$ cat src/rtl/pio_panel_in_debounced.sv
// Front-panel input PIO: 2-FF synchroniser, per-bit debounce, sticky edge
// capture with W1C clear, and a maskable level interrupt on an Avalon-MM slave.
module pio_panel_in_debounced #(
    parameter int              WIDTH           = 8,
    parameter int              DEBOUNCE_CYCLES = 50000,
    parameter logic [WIDTH-1:0] RESET_LEVEL    = {WIDTH{1'b1}},
    parameter int              EDGE_TYPE       = 1
) (
    input  logic             clk,
    input  logic             reset_n,
    input  logic [1:0]       address,
    input  logic             chipselect,
    input  logic             write_n,
    input  logic [31:0]      writedata,
    input  logic [WIDTH-1:0] in_port,
    output logic [31:0]      readdata,
    output logic             irq
);

    localparam int               CNT_W    = $clog2(DEBOUNCE_CYCLES + 1);
    localparam logic [CNT_W-1:0] CNT_LAST = CNT_W'(DEBOUNCE_CYCLES - 1);

    logic [WIDTH-1:0] sync1;
    logic [WIDTH-1:0] sync2;
    logic [WIDTH-1:0] debounced;
    logic [WIDTH-1:0] prev;
    logic [WIDTH-1:0] edge_vec;
    logic [WIDTH-1:0] irqmask;
    logic [WIDTH-1:0] edgecapture;
    logic [WIDTH-1:0] ec_clr;
    logic [WIDTH-1:0] wdata_w;
    logic [31:0]      rd_mux;
    logic             wr_en;
    logic             unused_wdata;

    assign wr_en        = chipselect & ~write_n;
    assign wdata_w      = writedata[WIDTH-1:0];
    assign unused_wdata = &{1'b0, writedata};

    // in_port is sampled only here
    always_ff @(posedge clk or negedge reset_n) begin
        if (!reset_n) begin
            sync1 <= RESET_LEVEL;
            sync2 <= RESET_LEVEL;
        end else begin
            sync1 <= in_port;
            sync2 <= sync1;
        end
    end

    // A bit is accepted only after sync2 differs for DEBOUNCE_CYCLES straight clocks
    for (genvar i = 0; i < WIDTH; i++) begin : g_db
        logic [CNT_W-1:0] cnt_q;
        logic             db_q;

        always_ff @(posedge clk or negedge reset_n) begin
            if (!reset_n) begin
                cnt_q <= '0;
                db_q  <= RESET_LEVEL[i];
            end else if (sync2[i] == db_q) begin
                cnt_q <= '0;
            end else if (cnt_q == CNT_LAST) begin
                cnt_q <= '0;
                db_q  <= sync2[i];
            end else begin
                cnt_q <= cnt_q + CNT_W'(1);
            end
        end

        assign debounced[i] = db_q;
    end

    always_ff @(posedge clk or negedge reset_n) begin
        if (!reset_n) begin
            prev <= RESET_LEVEL;
        end else begin
            prev <= debounced;
        end
    end

    always_comb begin
        edge_vec = '0;
        if (EDGE_TYPE == 0) begin
            edge_vec = ~prev & debounced;
        end else if (EDGE_TYPE == 1) begin
            edge_vec = prev & ~debounced;
        end else begin
            edge_vec = prev ^ debounced;
        end
    end

    assign ec_clr = (wr_en && address == 2'd3) ? wdata_w : '0;

    // Edge set is OR-ed after the clear so a coincident edge is never lost
    always_ff @(posedge clk or negedge reset_n) begin
        if (!reset_n) begin
            irqmask     <= '0;
            edgecapture <= '0;
        end else begin
            if (wr_en && address == 2'd2) begin
                irqmask <= wdata_w;
            end
            edgecapture <= (edgecapture & ~ec_clr) | edge_vec;
        end
    end

    always_comb begin
        rd_mux = '0;
        case (address)
            2'd0:    rd_mux = 32'(debounced);
            2'd1:    rd_mux = 32'(sync2);
            2'd2:    rd_mux = 32'(irqmask);
            default: rd_mux = 32'(edgecapture);
        endcase
    end

    always_ff @(posedge clk or negedge reset_n) begin
        if (!reset_n) begin
            readdata <= '0;
        end else begin
            readdata <= rd_mux;
        end
    end

    assign irq = |(edgecapture & irqmask);

endmodule

$ cat config.mk
export PLATFORM = sky130hd
export DESIGN_NAME = pio_panel_in_debounced
export DESIGN_NICKNAME = d
export VERILOG_FILES = /design/src/rtl/pio_panel_in_debounced.sv
export SDC_FILE = /design/constraint.sdc
export NUM_CORES = 1
export LEC_CHECK = 0
export ABC_AREA = 1
export CAP_MARGIN = 20
export CORE_MARGIN = 8
export CORE_UTILIZATION = 62
export DETAILED_ROUTE_END_ITERATION = 8
export PLACE_DENSITY = 0.94
export SLEW_MARGIN = 20
export SYNTH_ARGS = -nofsm -noshare
export SYNTH_HDL_FRONTEND = slang
export SYNTH_SLANG_ARGS = --single-unit
export TNS_END_PERCENT = 100
$ cat constraint.sdc
create_clock -name clk -period 2.95 [get_ports clk]
set_input_delay 0.59 -clock clk [delete_from_list [all_inputs] [get_ports clk]]
set_output_delay 0.59 -clock clk [all_outputs]
set_load 0.03 [all_outputs]
# Yosys cells after proc, flatten, opt, wreduce, memory -nomap -nowiden
# Index checks and enable logic that the tools add are counted.
dict set report op_classes {
  mul 0
  eq_ne 19
  div_mod_pow 0
  n_addsub 8
  n_reduce_logical 12
  n_lt_le_gt_ge 0
  mux 18
  shift 0
  n_bitwise 16
}
# op count
set op_table {}
lappend op_table {{16-bit two-way mux} 16}
lappend op_table {{16-bit by 1-bit adder with 16-bit output, second input constant} 8}
lappend op_table {{16-bit == test, second input constant} 8}
lappend op_table {{8-bit bitwise AND} 3}
lappend op_table {{8-bit one-hot mux with 3 select lines} 1}
lappend op_table {{8-bit inverter} 2}
lappend op_table {{2-bit AND reduction} 8}
lappend op_table {{1-bit inverter} 9}
lappend op_table {{1-bit == test} 8}
lappend op_table {{8-bit two-way mux} 1}
lappend op_table {{8-bit OR} 1}
lappend op_table {{8-bit OR reduction} 1}
lappend op_table {{2-bit == test, second input constant} 2}
lappend op_table {{2-bit by 1-bit == test with 1-bit output, second input constant} 1}
lappend op_table {{1-bit logical AND} 2}
lappend op_table {{2-bit zero test} 1}
lappend op_table {{1-bit bitwise AND} 1}
dict set report totals {
  mem_bits_rw 0
  register_bits 208
  input_bits 46
  rom_bits 0
  elab_cells 95
  latch_bits 0
  mem_count 0
}

# Depth between registers and ports, before layout
# Gate-level depths: netlist (run 1).
dict set report depth {
  ltp_word 7
  depth_mapped 8
}

# Least setup slack after synthesis (run 1)
# Ideal clock, no wire load.
dict set report synth_path {
  path_type {register to output}
  startpoint {register irqmask[3]}
  endpoint {output irq}
  slack_ns 1.484
  path_stages_with_launch 4
  n_path_buf 0
  arrival_time_ns 0.876
  cell_sequence {dfrtp_1 -> nand2_1 -> nand4_1 -> or2_2}
}
dict set report synth_via {
  elab_chain_cells 2
}
# item line_no
set synth_rtl {}
lappend synth_rtl {{start: declaration} 28} ;# logic [WIDTH-1:0] irqmask;
lappend synth_rtl {{start signal: assignment} 101} ;# irqmask <= wdata_w;
lappend synth_rtl {{8-bit bitwise AND} 125} ;# assign irq = |(edgecapture & irqmask);
lappend synth_rtl {{8-bit OR reduction} 125}
lappend synth_rtl {{end: declaration} 17} ;# output logic irq
# No other way between the ends.

# Worst setup path after layout (run 1)
dict set report layout_path {
  startpoint {register irqmask[0]}
  endpoint {output irq}
}
# The elaborated chain is that of the path after synthesis.

==> results.json, run 1 <==
{
  "status": "completed",
  "tightest_slew_ns": 0.687,
  "route.detailed.drc": 0,
  "clk_pin_slew_worst_paths_ns": 0.06,
  "finalPower_mw": 5.44,
  "muxShareOfSynthArea": 0,
  "crit_buf_inv": 1,
  "antenna_found_initial": 0,
  "final_util": 0.699,
  "gp_congestion": 0.936,
  "mostFrequentLayoutCells": "nor2_1, nand2_1, dfrtp_1, inv_1, nand3_1",
  "grt_max_degree": 78,
  "power_density_nw_per_um2": 518,
  "fp.dieW_um": 139,
  "crit_type": "reg -> out",
  "r2r_slack_ns": 1.34,
  "grt_usage": 0.215,
  "finalHoldWorstSlack_ns": 0.170,
  "grt_first_pass_wirelength_um": 34400,
  "avgSynthCellArea_um2": 7.86,
  "hold_viol_final": 0,
  "wire_per_inst_um": 13.8,
  "fin_area_um2": 10500,
  "cts_tree": "yes",
  "pin_count": 79,
  "syn_inst": 1200,
  "yosysSeqAreaShare": 0.493,
  "fmax_mhz": 393,
  "cts_hold_buf": 0,
  "wl_um": 20100,
  "vias_per_cell": 5.43,
  "cp-start-kind": "flip-flop",
  "synth_xor_area_frac": 0.0604,
  "r2r_end": "g_db[3].cnt_q[1]",
  "r2r_start": "g_db[3].cnt_q[0]",
  "end_kind": "output port",
  "max_cap_violations": 0,
  "clk_path_buf_depth": 2,
  "die_area_um2": 19400,
  "critPathSlowestCell": "clkdlybuf4s50_1",
  "synth_seq_cells": 184,
  "ir_drop_mv": 0.662,
  "p_leak_nw": 4.87,
  "slew_headroom": 0.540,
  "grt_pass1_vias": 7639,
  "clock-sinks": 184,
  "cp_top_family": "buffers and inverters",
  "drt_first_pass_iters": 5,
  "synthesis.area_um2": 9430,
  "rsz0062_at_grt": "false",
  "synthSimpleGateAreaFrac": 0.318,
  "post_dp_cell_area_um2": 9900,
  "dr_total_vias": 7882,
  "post-cts-setup-buffers": 0,
  "grt_overflow_total": 0,
  "dp_hpwl_um": 14300,
  "crit_chain": "nand2_1 > nand4_1 > or2_2 > clkdlybuf4s50_1",
  "crit_cells": 4,
  "finalNetCount": 1304,
  "maxSlewViolCount": 0,
  "crit_fanout": 3,
  "period_share": 0.863,
  "period_minus_slack_ns": 2.55,
  "area_growth_pct": 11.5,
  "ctsResizeCount": 0,
  "start_util": 0.627,
  "crit_path_max_incr_delay_ns": 0.60,
  "synth-adder-area-share": 0.0106,
  "row_count": 45,
  "setup_viol": 0,
  "drtAntennaViolNets": 0,
  "yosysWarnings": 0,
  "cts_buffers": 17,
  "synth_compound_area_frac": 0.0376,
  "drive_above_1_share": 0.0855,
  "die_y_um": 139,
  "insertion_delay_ns": 0.43,
  "drt_iter0_drc": 529,
  "required_ns": 2.36,
  "hold_class": "in -> async",
  "fin_tns_setup_ns": 0,
  "antennaDiodeCount": 0,
  "rr_worst_depth": 6,
  "final_common_cell": "nor2_1",
  "fin_skew_ns": 0.00724,
  "synth_top_family_by_area": "simple AND/OR/NAND/NOR gates",
  "io_buffers": 30,
  "arrival_ns": 1.96,
  "coreArea_um2": 15000,
  "htree_num_levels": 4,
  "clockRootBuffer": "clkbuf_16",
  "ys_types": 28
}
[worst max-delay path by stage]
| stage | start | endpoint | slack (ns) |
|---|---|---|---|
| after global placement | address[0] | edgecapture[2] | 0.72 |
| after detailed placement | address[0] | edgecapture[1] | 0.59 |
| after floorplan | irqmask[3] | irq | 1.48 |
| after global routing | edgecapture[0] | irq | 0.33 |
| after CTS | irqmask[0] | irq | 0.39 |
| final | irqmask[0] | irq | 0.40 |
[state kept, by name, indices dropped and copies added, names as in the netlist]
name	flops
g_db.db_q	8
irqmask	8
sync1	8
prev	8
readdata	8
edgecapture	8
sync2	8
g_db.cnt_q	128
[cell usage after synthesis]
cell	count	area, µm²
a21o_1	3	22.5
a21oi_1	19	95.1
a31oi_1	13	81.3
buf_2	1	5.00
buf_4	25	188
conb_1	1	3.75
dfrtp_1	152	3800
dfstp_2	32	841
ha_1	8	100
inv_1	144	541
inv_2	6	22.5
nand2_1	251	942
nand2_2	11	68.8
nand3_1	92	460
nand3_2	2	20.0
nand4_1	31	194
nor2_1	283	1060
nor2_2	4	25.0
nor2_4	1	11.3
nor3_1	15	75.1
nor3_2	9	90.1
nor3b_1	6	45.0
o21ai_0	22	110
o21ai_1	9	45.0
or2_2	1	6.26
xnor2_1	20	175
xor2_1	32	280
xor2_2	7	114
[power breakdown]
group | switching [mW] | leakage (nW) | total (mW) | internal (mW)
Sequential | 0.0801 | 2.41 | 2.71 | 2.63
Combinational | 0.274 | 2.16 | 0.415 | 0.141
Clock | 0.942 | 0.301 | 2.32 | 1.38
Total | 1.30 | 4.87 | 5.44 | 4.15
[kinds of logic (layout without fill, tap and decap cells)]
family / after synthesis / count (layout)
buffers and inverters: 176 / 216
XOR/XNOR: 59 / 59
other: 1 / 24
adder cells (fa/ha/maj): 8 / 8
flip-flops: 184 / 184
AND/OR/NAND/NOR: 706 / 706
AO/OA/AOI/OAI: 66 / 66
[final cells by class]
class / instances / area (µm²)
Timing Repair Buffer: 34 / 347
Clock buffer: 21 / 460
Multi-Input combinational cell: 863 / 4110
Tap cell: 188 / 235
Fill cell: 1086 / 4520
Inverter: 150 / 563
Clock inverter: 11 / 145
Sequential cell: 184 / 4640
[metal layers]
layer | wire [µm] | global-route usage
met2 | 9670 | 0.353
met1 | 8350 | 0.260
met5 | 0 | 0
met3 | 1340 | 0.0520
met4 | 717 | 0.112
[through the flow]
step / setup WS (ns) / cells
6_report: 0.403 / 1451
5_1_grt: 0.333 / 1451
4_1_cts: 0.392 / 1451
3_5_place_dp: 0.586 / 1419
3_3_place_gp: 0.720 / 1419
2_1_floorplan: 1.48 / 1223
Power figures use the tool's default switching activity.
==> inputs of run 2 (changes only) <==
- CORE_UTILIZATION: 62 -> 55
- PLACE_DENSITY: 0.94 -> 0.85
==> run 2 against run 1 <==
  * Critical path depth did not move
  * Die area increased by 11%
  * Core utilization fell by 8.3 points
  * Worst setup slack improved by 0.012 ns
  * Clock power down 7%
  * Routed wire length shrank 3.6%
  * Hold slack better by 0.017 ns
  * Flip-flop and latch count stayed put
  * Clock skew hardly changed
  * Global-route usage decreased by 2.7 points
  * Fmax increased by 0.47%
  * Via count decreased by 3.2%
  * Critical endpoint unchanged
  * Highest routed layer unchanged
==> results.json, run 2 (synthesis results as in run 1) <==
{
  "drtAntennaViolNets": 0,
  "p_leak_nw": 4.84,
  "vias_per_cell": 5.13,
  "cts_tree": "yes",
  "start_util": 0.553,
  "fmax_mhz": 395,
  "period_minus_slack_ns": 2.53,
  "fp.dieW_um": 147,
  "grt_pass1_vias": 7447,
  "antennaDiodeCount": 0,
  "final_util": 0.616,
  "hold_viol_final": 0,
  "largest-register": "g_db.cnt_q",
  "row_count": 48,
  "ir_drop_mv": 0.476,
  "antenna_found_initial": 0,
  "pin_count": 79,
  "clk_path_buf_depth": 2,
  "die_y_um": 147,
  "fin_tns_setup_ns": 0,
  "crit_type": "reg -> out",
  "dr_wl_met2_um": 9270,
  "n_fill_cell": 1421,
  "ctsResizeCount": 0,
  "placed_cells": 1455,
  "required_ns": 2.36,
  "status": "completed",
  "end_kind": "output port",
  "period_share": 0.859,
  "setup_viol": 0,
  "crit_fanout": 3,
  "routed.top_layer": "met4",
  "drt_iter0_drc": 419,
  "rsz0062_at_grt": "false",
  "grt_overflow_total": 0,
  "clock-sinks": 184,
  "arrival_ns": 1.94,
  "insertion_delay_ns": 0.43,
  "cts_hold_buf": 0,
  "area_growth_pct": 11.5,
  "gp_congestion": 0.925,
  "slew_headroom": 0.567,
  "largest_reg_flops": 128,
  "wl_um": 19400,
  "maxSlewViolCount": 0,
  "wire_per_inst_um": 13.0,
  "drive_above_1_share": 0.0824,
  "grt_usage": 0.188,
  "finalNetCount": 1303,
  "cp-start-kind": "flip-flop",
  "multi_input_area_um2": 4110,
  "fin_skew_ns": 0.00729,
  "cts_buffers": 17,
  "mostFrequentLayoutCells": "nor2_1, nand2_1, dfrtp_1, inv_1, nand3_1",
  "final_common_cell": "nor2_1",
  "dr_total_vias": 7627,
  "coreArea_um2": 17100,
  "seq_area_um2": 4640,
  "io_buffers": 30,
  "post-cts-setup-buffers": 0,
  "grt_first_pass_wirelength_um": 33600,
  "hold_class": "in -> async",
  "met3_length_um": 954,
  "grt_max_degree": 81,
  "max_cap_violations": 0,
  "clockRootBuffer": "clkbuf_16",
  "dp_hpwl_um": 13800,
  "tightest_slew_ns": 0.650,
  "htree_num_levels": 4,
  "drt-met1-wl_um": 8590,
  "die_area_um2": 21600,
  "power_density_nw_per_um2": 501,
  "route.detailed.drc": 0,
  "finalHoldWorstSlack_ns": 0.187,
  "clk_pin_slew_worst_paths_ns": 0.06,
  "layout.cells.non_filler": 1487,
  "drt_first_pass_iters": 7
}
-- run 2: metrics by stage --
| step | area (µm²) | power [mW] | worst slack (ns) |
|---|---|---|---|
| after global routing | 10500 | 5.47 | 0.375 |
| after floorplan | 9510 | 2.99 | 1.48 |
| after detailed placement | 9950 | 3.16 | 0.822 |
| after CTS | 10500 | 5.31 | 0.418 |
| after global placement | 9950 | 3.15 | 0.830 |
| final | 10500 | 5.27 | 0.415 |
-- run 2: final timing paths --
| kind | end | cells past startpoint | start | slack [ns] |
|---|---|---|---|---|
| setup reg to reg | g_db[4].cnt_q[6] | 6 | g_db[4].cnt_q[0] | 1.31 |
| hold reg to reg | sync2[4] | 0 | sync1[4] | 0.36 |
| max in group asynchronous | sync1[7] | 2 | reset_n | 1.97 |
| hold / removal | g_db[4].cnt_q[10] | 1 | reset_n | 0.19 |
| min in group clk | sync2[4] | 0 | sync1[4] | 0.36 |
| setup / recovery | irq | 4 | irqmask[2] | 0.42 |
-- run 2: metal layers --
metal	GRT usage	vias up
met5	0	-
met4	0.0821	0
met3	0.0348	43
met2	0.316	188
met1	0.233	3571
li1	-	3825
-- run 2: critical path, stage by stage, from the launching register on --
cell,delay [ns]
dfrtp_1,0.39
nand2_1,0.08
nand4_1,0.12
or2_2,0.32
clkdlybuf4s50_1,0.61
-- run 2: cell type report --
type                       instances  area share
clock buffer                      25      0.0462
inverter                         150      0.0536
multi-input combinational        863       0.391
sequential                       184       0.442
clock inverter                     7     0.00667
timing repair buffer              33      0.0335
tap                              225      0.0268
-- run 2: power by group --
part	internal [mW]	switching, mW
logic	0.142	0.271
clock network	1.23	0.921
registers	2.63	0.0795
